==> src/rtl/vga_timing_ctrl.sv <==
// VGA raster timing: coupled horizontal/vertical phase machines that produce
// sync levels, data enable, pixel coordinates and line/frame strobes.
module vga_timing_ctrl #(
  parameter int H_ACTIVE = 640,
  parameter int H_FP     = 16,
  parameter int H_SYNC   = 96,
  parameter int H_BP     = 48,
  parameter int V_ACTIVE = 480,
  parameter int V_FP     = 10,
  parameter int V_SYNC   = 2,
  parameter int V_BP     = 33,
  parameter int HS_POL   = 0,
  parameter int VS_POL   = 0,
  parameter int CW       = 10
) (
  input  logic          clk,
  input  logic          rst,
  input  logic          pix_en,
  output logic          hsync,
  output logic          vsync,
  output logic          de,
  output logic [CW-1:0] x,
  output logic [CW-1:0] y,
  output logic          line_end,
  output logic          frame_start
);

  typedef enum logic [1:0] {
    ACT  = 2'd0,
    FP   = 2'd1,
    SYNC = 2'd2,
    BP   = 2'd3
  } axis_state_t;

  localparam logic [CW-1:0] H_ACT_LAST  = CW'(H_ACTIVE - 1);
  localparam logic [CW-1:0] H_FP_LAST   = CW'(H_FP - 1);
  localparam logic [CW-1:0] H_SYNC_LAST = CW'(H_SYNC - 1);
  localparam logic [CW-1:0] H_BP_LAST   = CW'(H_BP - 1);
  localparam logic [CW-1:0] V_ACT_LAST  = CW'(V_ACTIVE - 1);
  localparam logic [CW-1:0] V_FP_LAST   = CW'(V_FP - 1);
  localparam logic [CW-1:0] V_SYNC_LAST = CW'(V_SYNC - 1);
  localparam logic [CW-1:0] V_BP_LAST   = CW'(V_BP - 1);

  localparam logic HS_ON = (HS_POL != 0);
  localparam logic VS_ON = (VS_POL != 0);

  // A zero-length phase would make the machines skip a state; refuse it up front.
  if (H_ACTIVE <= 0 || H_FP <= 0 || H_SYNC <= 0 || H_BP <= 0 ||
      V_ACTIVE <= 0 || V_FP <= 0 || V_SYNC <= 0 || V_BP <= 0) begin : g_bad_len
    $error("vga_timing_ctrl: every active/porch/sync length must be at least 1");
  end

  axis_state_t   h_state, h_state_nx;
  axis_state_t   v_state, v_state_nx;
  logic [CW-1:0] h_phase, h_phase_nx;
  logic [CW-1:0] v_phase, v_phase_nx;
  logic [CW-1:0] h_end, v_end;
  logic          h_at_end, v_at_end;
  logic          line_wrap, frame_wrap;

  function automatic axis_state_t succ(input axis_state_t s);
    case (s)
      ACT:     succ = FP;
      FP:      succ = SYNC;
      SYNC:    succ = BP;
      default: succ = ACT;
    endcase
  endfunction

  always_comb begin
    h_end = H_ACT_LAST;
    case (h_state)
      FP:      h_end = H_FP_LAST;
      SYNC:    h_end = H_SYNC_LAST;
      BP:      h_end = H_BP_LAST;
      default: h_end = H_ACT_LAST;
    endcase
    h_at_end   = (h_phase == h_end);
    h_state_nx = h_state;
    h_phase_nx = h_phase;
    if (pix_en) begin
      if (h_at_end) begin
        h_state_nx = succ(h_state);
        h_phase_nx = '0;
      end else begin
        h_phase_nx = h_phase + CW'(1);
      end
    end
  end

  assign line_wrap = pix_en && (h_state == BP) && h_at_end;

  // The vertical machine counts lines, so it only moves on the line wrap.
  always_comb begin
    v_end = V_ACT_LAST;
    case (v_state)
      FP:      v_end = V_FP_LAST;
      SYNC:    v_end = V_SYNC_LAST;
      BP:      v_end = V_BP_LAST;
      default: v_end = V_ACT_LAST;
    endcase
    v_at_end   = (v_phase == v_end);
    v_state_nx = v_state;
    v_phase_nx = v_phase;
    if (line_wrap) begin
      if (v_at_end) begin
        v_state_nx = succ(v_state);
        v_phase_nx = '0;
      end else begin
        v_phase_nx = v_phase + CW'(1);
      end
    end
  end

  assign frame_wrap = line_wrap && (v_state == BP) && v_at_end;

  // Outputs are decoded from the next state so they line up with the state itself.
  always_ff @(posedge clk) begin
    if (rst) begin
      h_state     <= ACT;
      v_state     <= ACT;
      h_phase     <= '0;
      v_phase     <= '0;
      hsync       <= ~HS_ON;
      vsync       <= ~VS_ON;
      de          <= 1'b1;
      x           <= '0;
      y           <= '0;
      line_end    <= 1'b0;
      frame_start <= 1'b0;
    end else begin
      h_state     <= h_state_nx;
      v_state     <= v_state_nx;
      h_phase     <= h_phase_nx;
      v_phase     <= v_phase_nx;
      hsync       <= (h_state_nx == SYNC) ? HS_ON : ~HS_ON;
      vsync       <= (v_state_nx == SYNC) ? VS_ON : ~VS_ON;
      de          <= (h_state_nx == ACT) && (v_state_nx == ACT);
      x           <= (h_state_nx == ACT) ? h_phase_nx : '0;
      y           <= (v_state_nx == ACT) ? v_phase_nx : '0;
      line_end    <= line_wrap;
      frame_start <= frame_wrap;
    end
  end

  a_h_phase_bound: assert property (@(posedge clk) disable iff (rst) h_phase <= h_end);
  a_v_phase_bound: assert property (@(posedge clk) disable iff (rst) v_phase <= v_end);
  a_hold_when_idle: assert property (@(posedge clk) disable iff (rst)
    !pix_en |=> $stable({h_state, h_phase, v_state, v_phase}));
  a_line_end_pulse: assert property (@(posedge clk) disable iff (rst) line_end |=> !line_end);

endmodule

==> config.mk <==
export PLATFORM = sky130hd
export DESIGN_NAME = vga_timing_ctrl
export DESIGN_NICKNAME = d
export VERILOG_FILES = /design/src/rtl/vga_timing_ctrl.sv
export SDC_FILE = /design/constraint.sdc
export NUM_CORES = 1
export LEC_CHECK = 0
export ABC_AREA = 1
export CORE_MARGIN = 5
export CORE_UTILIZATION = 59
export DETAILED_ROUTE_END_ITERATION = 6
export PLACE_DENSITY = 0.84
export SLEW_MARGIN = 10
export SYNTH_ARGS = -nofsm -noshare
export SYNTH_HDL_FRONTEND = slang
export SYNTH_SLANG_ARGS = --single-unit
==> constraint.sdc <==
create_clock -name clk -period 3 [get_ports clk]
set_clock_uncertainty 0.15 [all_clocks]
set_input_delay 0.45 -clock clk [delete_from_list [all_inputs] [get_ports clk]]
set_output_delay 0.45 -clock clk [all_outputs]
set_load 0.05 [all_outputs]
======== Word level (Yosys, flattened, before mapping) ========
Cells that the tools add are included.
operators by class
  $lt $le $gt $ge ......................... 0
  reductions and logical operators ........ 11
  multipliers ............................. 0
  bitwise gates (word level) .............. 2
  muxes and demuxes ....................... 14
  divide/modulo/power cells ............... 0
  $add $sub $neg .......................... 2
  shift-type cells ........................ 0
  equality and inequality tests ........... 10
operators with widths
  operator                                       number
  two-way mux 10 bit                             4
  case mux 10 bit (3 select lines)               1
  case mux 9 bit (3 select lines)                1
  adder 10 x 1 -> 10 bit, second input constant  2
  == test 10 bit                                 2
  == test 2 bit, second input constant           6
  case mux 2 bit (3 select lines)                2
  logical NOT 2 bit                              4
  two-way mux 2 bit                              4
  logical AND 1 bit                              5
  == test 2 x 1 -> 1 bit, second input constant  2
  OR reduction 2 bit                             2
  two-way mux 1 bit                              2
  inverter 1 bit                                 2
word-level totals
  input bits .............................. 3
  output and inout bits ................... 25
  bits in latches ......................... 0
  ROM bits ................................ 0
  logic and storage cells ................. 50
  flip-flop bits (word level) ............. 49
  memories ................................ 0
  memory bits (writable) .................. 0

======== Logic depth before layout (Yosys ltp) ========
Gate-level depths: netlist of run 1.
  word-level depth ........................ 8
  mapped depth ............................ 13
  gate-level depth less buffers ........... 13

======== Least setup slack after synthesis of run 1 ========
Ideal clock, no wire load.
  path type ............................... register -> register
  from .................................... register h_state[0]
  to ...................................... register y[9]
  arrival time ............................ 1638 ps
  path buffers ............................ 1
  library setup time ...................... 119 ps
  required time ........................... 2731 ps
  setup slack ............................. 1093 ps
  cell stages (with the launch flop) ...... 12
  clock period less this slack ............ 1907 ps
  cells stage by stage .................... dfxtp_1 > inv_1 > ha_1 > nor2_1 > nand2_1 > nand2_4 > nand3_4 > nor2_8 > buf_8 > nand3_1 > xor2_1 > nor2_1
between the ends
  longest elaborated chain between the ends .. 8
RTL lines
  what                                         RTL line  text
  start, declared                              53        axis_state_t h_state, h_state_nx;
  start signal, assigned                       132       h_state <= h_state_nx;
  == test 2 bit, or another cell as far along  72, 91
  case mux 10 bit (3 select lines)             72        case (h_state)
  == test 10 bit                               78        h_at_end = (h_phase == h_end);
  logical AND 1 bit (*)                        91        assign line_wrap = pix_en && (h_state == BP) && h_at_end;
  two-way mux 2 bit                            105       if (line_wrap) begin
  logical NOT 2 bit                            140       y <= (v_state_nx == ACT) ? v_phase_nx : '0;
  inverter 1 bit (no source line)              -
  OR reduction 2 bit (no source line)          -
  end signal, assigned                         140
  end, declared                                23        output logic [CW-1:0] y,
Every way passes the cells marked *; elsewhere a longest branch is shown, timed or not.
A chain may end at the register's enable or synchronous reset.

======== Worst setup path after layout of run 1 ========
  from .................................... register h_state[0]
  to ...................................... register x[9]
between the ends
  longest elaborated chain between the ends .. 8
RTL lines
  what                                         RTL line  text
  == test 2 bit, or another cell as far along  72
  case mux 10 bit (3 select lines)             72
  == test 10 bit                               78
  two-way mux 2 bit                            82        if (h_at_end) begin
  two-way mux 2 bit                            81        if (pix_en) begin
  logical NOT 2 bit                            139       x <= (h_state_nx == ACT) ? h_phase_nx : '0;
  inverter 1 bit (no source line)              -
  OR reduction 2 bit (no source line)          -
  end signal, assigned                         139
  end, declared                                22        output logic [CW-1:0] x,
Several ways; a longest one is shown, not always the timed one.

==> run summary, run 1 <==
The tools report the maximum VDD drop as 0.340 mV. Type of origin of the critical path: a flip-flop. The total setup violations reported at the end of the flow was 0. The slowest stage of the critical path belongs to the cell sky130_fd_sc_hd__dfxtp_1. The via total after detailed routing came out at 1890. Most repeated library cell on the critical path: sky130_fd_sc_hd__nand2_1. Fill cells in the final layout number 307. Cell area after layout: 0.00270 mm².

0 antenna diodes ended up in the layout. The clock latency of the later-clocked register in the worst-skew pair was 0.30 ns; the effective utilization at floorplan was 0.617. The final total negative setup slack is 0 ns.

The tools report the number of max-slew violations in the final report as 0. The core utilization of the finished layout came out at 0.732. The share of cells above drive strength 1 is 0.110, and the register area share after synthesis is 0.431. The floorplan step defined a die boundary enclosing 0.00520 mm². After clock tree synthesis, the clock-pin slew on the worst setup and hold paths is 0.08 ns.

The worst min-delay path class is reg2reg. Setup repair after global routing left no endpoint under its margin. The cell total after placement was 375.

The synthesized netlist contains 30 unique library cells. The first global-routing pass estimated 8150 µm of wire. The number of buffers added by the clock tree synthesis step is 5. The combinational power share was 0.037; the count of clock tree sinks was 49. In this run the critical register-to-register path is launched from h_state[0]. For flop-to-flop paths, the worst setup slack is 0.67 ns. The switching portion of total power is 0.203, and the core box area is 0.00369 mm². The tools report the starting DRC count in detailed routing as 109. The tightest slew margin relative to the limit was 0.663; the post-CTS setup-driven buffer insertion count was 0. The internal portion of the total power is 941 µW. Number of global-route vias before repair: 1796. The number of hold-slack violations in the final timing report was 0; the count of input and output buffers was 27. The startpoint of the most critical hold path was v_phase[9]. The worst hold path terminates at v_phase[9]. For the number of cells upsized or downsized after cts, the log shows 0.

Across the run, the number of max-cap violations was 0. Traced cell by cell, the critical path runs through inv_1 > ha_1 > nand2_1 > inv_1 > nor2_1 > nand2_1 > nor2_2 > nand3_2 > nand2_1 > nand2_2 > nor2_4 > nand2_2 > nor2_1. The multi-input combinational cells in the finished layout cover a total of 0.00112 mm². In this run the static leakage power is 1.20 nW.

The power per standard cell area is 437 mW/mm², and the hold-critical path depth is 2. The type of destination of the critical path was a flip-flop. The number of top-level pins was 28; the register bit count reported by yosys was 49. Register area: 981 µm². In this run the worst path has a maximum fanout of 10.

After detailed routing, the total wire length is 4600 µm. Yosys printed 0 warnings. The share of the clock period used by the worst path after layout works out to 0.777. From bottom edge to top edge, the die measures 72.1 µm.

The flow ran to the end, and the final reports show no timing, DRC or antenna violations. The final period demand of the worst path is 2.33 ns. For the worst endpoint required time, the log shows 3.09 ns.

The number of nets handed over by synthesis was 317. The run gives 22 as the number of core rows. The tools report the gate count of the mapped netlist as 303. The library cell used as clock root buffer was sky130_fd_sc_hd__clkbuf_8. The endpoint identified for the worst register-to-register timing path is x[9].

The share of power burned in the clock network was 0.404; the combined global-route utilization of all metal layers was 0.198. Width of the die: 72.1 µm. After the flow finishes, the layout carries non-filler instances totaling 383.

The tools report the portion of total power attributed to sequential cells as 0.558. The mapped netlist covers 0.00227 mm². The net switching power of the design is 239 µW, and the post-layout net count is 348. The mean cell area of the mapped netlist was 7.51 µm². The longest individual stage delay on the worst path was 0.36 ns; the layout overhead on the synthesized area was 18.8%. The critical path is of the reg2reg type.

The number of antenna violations at the first check in global routing came out at 0. After detailed placement, the total cell area comes to 0.00258 mm². For the pin with the worst max-slew slack, the measured transition is 0.504 ns. The congestion estimate from routability-driven global placement came to 0.885. Dividing the detail-routed wire length by the instance count gives 12.0 µm.

The peak clock frequency supported by timing was 429 MHz. For the quantity of hold-fixing buffers added after cts, the log shows 0. In the routed layout, each cell is associated on average with a via count of 4.93. Entering global routing, the biggest net connects 22 pins.

The run gives 2 as the depth of the CTS H-tree. Detailed placement finished with a half-perimeter wire length of 3400 µm. The clock passes through at most 2 buffers. The detail route stage leaves a number of antenna-violating nets equal to 0. For this run, the detailed router's first-pass iteration total came to 4. The run gives 2.42 ns as the arrival time at the worst endpoint.

For this run the aggregate overflow at the end of global routing stands at 0. TritonCTS built the clock tree. The depth of the worst register-to-register path is 13. In the routed design, unresolved DRC markers number 0.
==> power by group through the flow <==
stage | Clock (mW) | Sequential, mW | Combinational, mW
2_1_floorplan | 0 | 0.683 | 0.0198
3_3_place_gp | 0 | 0.674 | 0.0430
3_5_place_dp | 0 | 0.674 | 0.0442
4_1_cts | 0.487 | 0.658 | 0.0443
5_1_grt | 0.514 | 0.659 | 0.0480
6_report | 0.477 | 0.658 | 0.0442
==> area by class of cell <==
class                      instances  area share
inverter                          39      0.0542
tap                               48      0.0222
multi-input combinational        211       0.415
sequential                        49       0.363
clock inverter                     1      0.0111
clock buffer                       7      0.0320
timing repair buffer              28       0.103
==> per-stage QoR <==
stage	hold WS [ns]	setup WS (ns)	power, mW
after detailed placement	0.398	0.648	0.718
after floorplan	0.345	1.09	0.703
after global placement	0.378	0.721	0.717
after CTS	0.418	0.681	1.19
final	0.413	0.668	1.18
after global routing	0.450	0.465	1.22
==> layer usage <==
layer	global-route usage	vias to the layer above	share of wire
li1	-	997	-
met1	0.279	840	0.50
met2	0.300	45	0.43
met3	0.0319	8	0.050
met4	0.0814	0	0.019
met5	0	-	0
==> registers in the layout (all words and copies together) (netlist names) <==
register / count
v_state: 2
x: 10
line_end: 1
h_phase: 10
y: 10
frame_start: 1
hsync: 1
de: 1
h_state: 2
vsync: 1
v_phase: 10
==> critical path, delay by kind of cell, from the launching register on <==
| family | cells | cell delay [ns] |
|---|---|---|
| adder cells (fa/ha/maj) | 1 | 0.34 |
| buffers and inverters | 2 | 0.14 |
| flip-flops | 1 | 0.36 |
| AND/OR/NAND/NOR | 10 | 1.28 |
==> logic make-up after synthesis <==
group	after synthesis	share of synthesized area
fa+ha+maj	11	0.0605
simple gates	183	0.378
buf+inv	43	0.0765
compound gates	12	0.0313
flops	49	0.431
xor+xnor	5	0.0226
==> Yosys cell counts (all sizes together) <==
cell / number / area, µm²
nor2: 75 / 325
nand2: 68 / 288
dfxtp: 49 / 981
inv: 38 / 143
nand3: 28 / 163
ha: 11 / 138
o21ai: 8 / 43.8
nand4: 4 / 25.0
nor3: 4 / 30.0
xor2: 4 / 35.0
nand3b: 3 / 22.5
buf: 2 / 20.0
clkbuf: 2 / 7.51
o21bai: 2 / 15.0
a21boi: 1 / 7.51
a21oi: 1 / 5.00
clkinv: 1 / 3.75
or2: 1 / 6.26
xnor2: 1 / 16.3
==> how the worst max path moves through the flow <==
stage / startpoint / cells after the start / endpoint
after global routing: h_state[0] / 13 / x[1]
after detailed placement: pix_en / 8 / y[9]
after floorplan: h_state[0] / 11 / y[9]
after CTS: h_state[0] / 13 / x[9]
after global placement: pix_en / 9 / y[5]
final: h_state[0] / 13 / x[9]
==> layout by cell type (no fill, tap or decap), types with 3 or more instances in the layout <==
cell / instances
sky130_fd_sc_hd__clkbuf_8: 6
sky130_fd_sc_hd__clkdlybuf4s50_1: 27
sky130_fd_sc_hd__dfxtp_1: 49
sky130_fd_sc_hd__ha_1: 11
sky130_fd_sc_hd__inv_1: 36
sky130_fd_sc_hd__nand2_1: 57
sky130_fd_sc_hd__nand2_2: 10
sky130_fd_sc_hd__nand3_1: 25
sky130_fd_sc_hd__nand3b_1: 3
sky130_fd_sc_hd__nand4_1: 4
sky130_fd_sc_hd__nor2_1: 67
sky130_fd_sc_hd__nor2_2: 5
sky130_fd_sc_hd__o21ai_0: 7
sky130_fd_sc_hd__xor2_1: 4
Power figures use the tool's default switching activity.
==> run 2, diff against run 1 <==
Settings changed: CORE_UTILIZATION 59 to 49, PLACE_DENSITY 0.84 to 0.74.
Clock period 3 ns to 1.9 ns, I/O delays scaled along.
==> run summary, run 2 (synthesis results as in run 1) <==
Combined global-route utilization of all metal layers: 0.172. The first detailed-routing pass took 4 iterations. The run gives 0 as the final global-route overflow total. Leaving out fill and tap cells, the most frequent cells in the layout are 49 x sky130_fd_sc_hd__nor2_1, 49 x sky130_fd_sc_hd__nand2_1, 45 x sky130_fd_sc_hd__dfxtp_1. The run gives 0.048 as the combinational power share. Half-perimeter wire length after detailed placement: 3640 µm. In this run the critical register-to-register path is captured at x[3]. The number of cells in the finished layout apart from fillers was 422. The run gives 1923 as the number of global-route vias before repair. The starting DRC count in detailed routing came out at 147.

The area growth from synthesis to layout is 41.3%. CTS built an H-tree with a depth of 2. Based on the critical path, the design can be clocked at up to 484 MHz.

The chip height was 78.1 µm; the number of buffers on the longest clock path was 2. Input and output buffers added on the ports amount to 27. Per-cell routed wire length: 13.3 µm. Setup violations remaining at the end of the flow were counted as 37. At the worst endpoint, the arrival time is 2.16 ns.

The final total negative setup slack came out at -3.70 ns. The tools report the clock latency of the later-clocked register in the worst-skew pair as 0.30 ns. For this run, design rule violations remaining after detail routing come to 0. STA classifies the critical path endpoint as a flip-flop. The worst setup slack after layout came out at -0.167 ns. TritonCTS built the clock tree. Counting every sink on the clock net gives 49. The routed layout has 2101 vias. The run gives 0 as the number of antenna violations at the first check in global routing. The first global-routing pass estimated 8560 µm of wire.

The clock transition at the register clock pins on the worst setup and hold paths after CTS works out to 0.09 ns. The run finished, with violations left. From left edge to right edge, the die measures 78.1 µm. The number of hold-slack violations in the final timing report is 0. In this run the core area contains 24 standard-cell rows.

The critical path is of the reg2reg type. The worst hold path passes through 2 cells. Dividing the detail-routed via count by the number of cells gives 4.98. The run gives 0.347 as the share of power burned in the clock network.

The depth of the worst register-to-register path came out at 11. For the weighted congestion at the end of routability-driven global placement, the log shows 0.823. For hold timing, the worst endpoint is v_phase[9]. In this run the worst hold path is classified as reg2reg. Entering global routing, the biggest net connects 21 pins. The quantity of hold-fixing buffers added after cts is 0, and the die footprint is 0.00611 mm². The switching portion of total power was 0.234; the routed wire length was 5600 µm. The checks that failed: setup timing. The run gives 1.32 mW as the internal cell power. The setup check on the worst reg-to-reg path leaves a slack of -0.17 ns. The effective utilization at floorplan was 0.515; the actual transition at the worst max-transition pin was 0.501 ns. The portion of total power attributed to sequential cells was 0.605; the number of antenna repair diodes was 0. The maximum VDD drop was 0.359 mV. Startpoint of the most critical hold path: v_phase[9]. The share of cells above drive strength 1 is 0.376. The final period demand of the worst path was 2.07 ns. Setup repair after global routing could not meet its margin everywhere. Once detail routing completed, the nets flagged for antenna violations numbered 0.

The tools report the number of max-slew violations in the final report as 0. The worst setup path is launched from a flip-flop. The final layout contains 383 nets.

The core region is 0.00441 mm². In this run the worst path has a maximum fanout of 5. Share of the clock period used by the worst path after layout: 1.09. The power per standard cell area came out at 534 mW/mm².

For the reported max-cap violation count, the log shows 0. The analysis attributes to net switching a power of 401 µW. In this run the clock root is driven by a sky130_fd_sc_hd__clkbuf_8. Number of buffers added by the clock tree synthesis step: 5.

The tools report the startpoint of the worst-slack reg-to-reg timing path as h_phase[1]. The leakage power is 1.45 nW, and the tightest slew margin relative to the limit is 0.665. During I/O placement, the number of pins put on the boundary was 28. After detailed placement, the design holds a cell count of 407. Data on the critical path is required at its endpoint by 2.00 ns.
-- run 2: changes by cell type in the layout (fill, tap and decap cells not counted), sizes merged --
cell,previous run,this run
clkdlybuf4s50,27,11
clkinvlp,0,1
buf,1,51
clkbuf,7,5
nand2,68,69
clkinv,1,3
bufinv,1,0
-- run 2: per-layer routing --
metal | up-vias | wire length, µm | GRT usage
li1 | 1066 | - | -
met1 | 959 | 2600 | 0.232
met3 | 12 | 254 | 0.0275
met5 | - | 0 | 0
met2 | 64 | 2620 | 0.269
met4 | 0 | 129 | 0.0811
-- run 2: layout make-up --
| type | instances | area (µm²) |
|---|---|---|
| Fill cell | 343 | 1200 |
| Tap cell | 52 | 65.1 |
| Sequential cell | 49 | 988 |
| Clock inverter | 3 | 17.5 |
| Multi-Input combinational cell | 212 | 1390 |
| Inverter | 39 | 154 |
| Clock buffer | 5 | 68.8 |
| Timing Repair Buffer | 62 | 528 |
-- run 2: critical path: stages (launching register included) --
cell and delay [ns]:
sky130_fd_sc_hd__dfxtp_1 0.40, sky130_fd_sc_hd__ha_1 0.22, sky130_fd_sc_hd__inv_1 0.07, sky130_fd_sc_hd__nor3_1 0.21, sky130_fd_sc_hd__nand2_2 0.11, sky130_fd_sc_hd__nor2_4 0.15, sky130_fd_sc_hd__nand3_2 0.11, sky130_fd_sc_hd__nand2_2 0.08
sky130_fd_sc_hd__nand2_2 0.07, sky130_fd_sc_hd__nor2_4 0.19, sky130_fd_sc_hd__nand2_4 0.13, sky130_fd_sc_hd__nor2_2 0.12
-- run 2: worst max-delay path by stage --
stage / startpoint / slack, ns / endpoint
4_1_cts: h_state[1] / -0.07 / v_phase[7]
6_report: h_phase[1] / -0.17 / x[3]
5_1_grt: h_phase[1] / -0.29 / x[4]
3_3_place_gp: pix_en / -0.16 / y[5]
3_5_place_dp: pix_en / -0.22 / y[5]
2_1_floorplan: h_state[0] / 0.01 / y[9]
-- run 2: per-stage QoR --
step	power, mW	instance area [µm²]	utilization	setup slack [ns]	hold slack [ns]
2_1_floorplan	1.11	2310	-	0.0114	0.308
3_3_place_gp	1.14	2800	0.635	-0.159	0.382
3_5_place_dp	1.14	2800	0.635	-0.218	0.393
4_1_cts	1.73	3010	0.683	-0.0688	0.418
5_1_grt	1.78	3210	0.728	-0.285	0.487
6_report	1.72	3210	0.728	-0.167	0.445
-- run 2: what timing repair did --
action	4_1_cts	5_1_grt
endpoints found under the setup margin	36	47
cloned	0	1
pin swaps	10	21
setup buffers	2	4
gates resized for setup	30	49
-- run 2: power by group through the flow --
stage | logic, mW | clock network, mW | registers [mW]
after global placement | 0.0717 | 0 | 1.06
after CTS | 0.0746 | 0.615 | 1.04
final | 0.0829 | 0.595 | 1.04
after global routing | 0.0892 | 0.651 | 1.04
after floorplan | 0.0312 | 0 | 1.08
after detailed placement | 0.0723 | 0 | 1.06
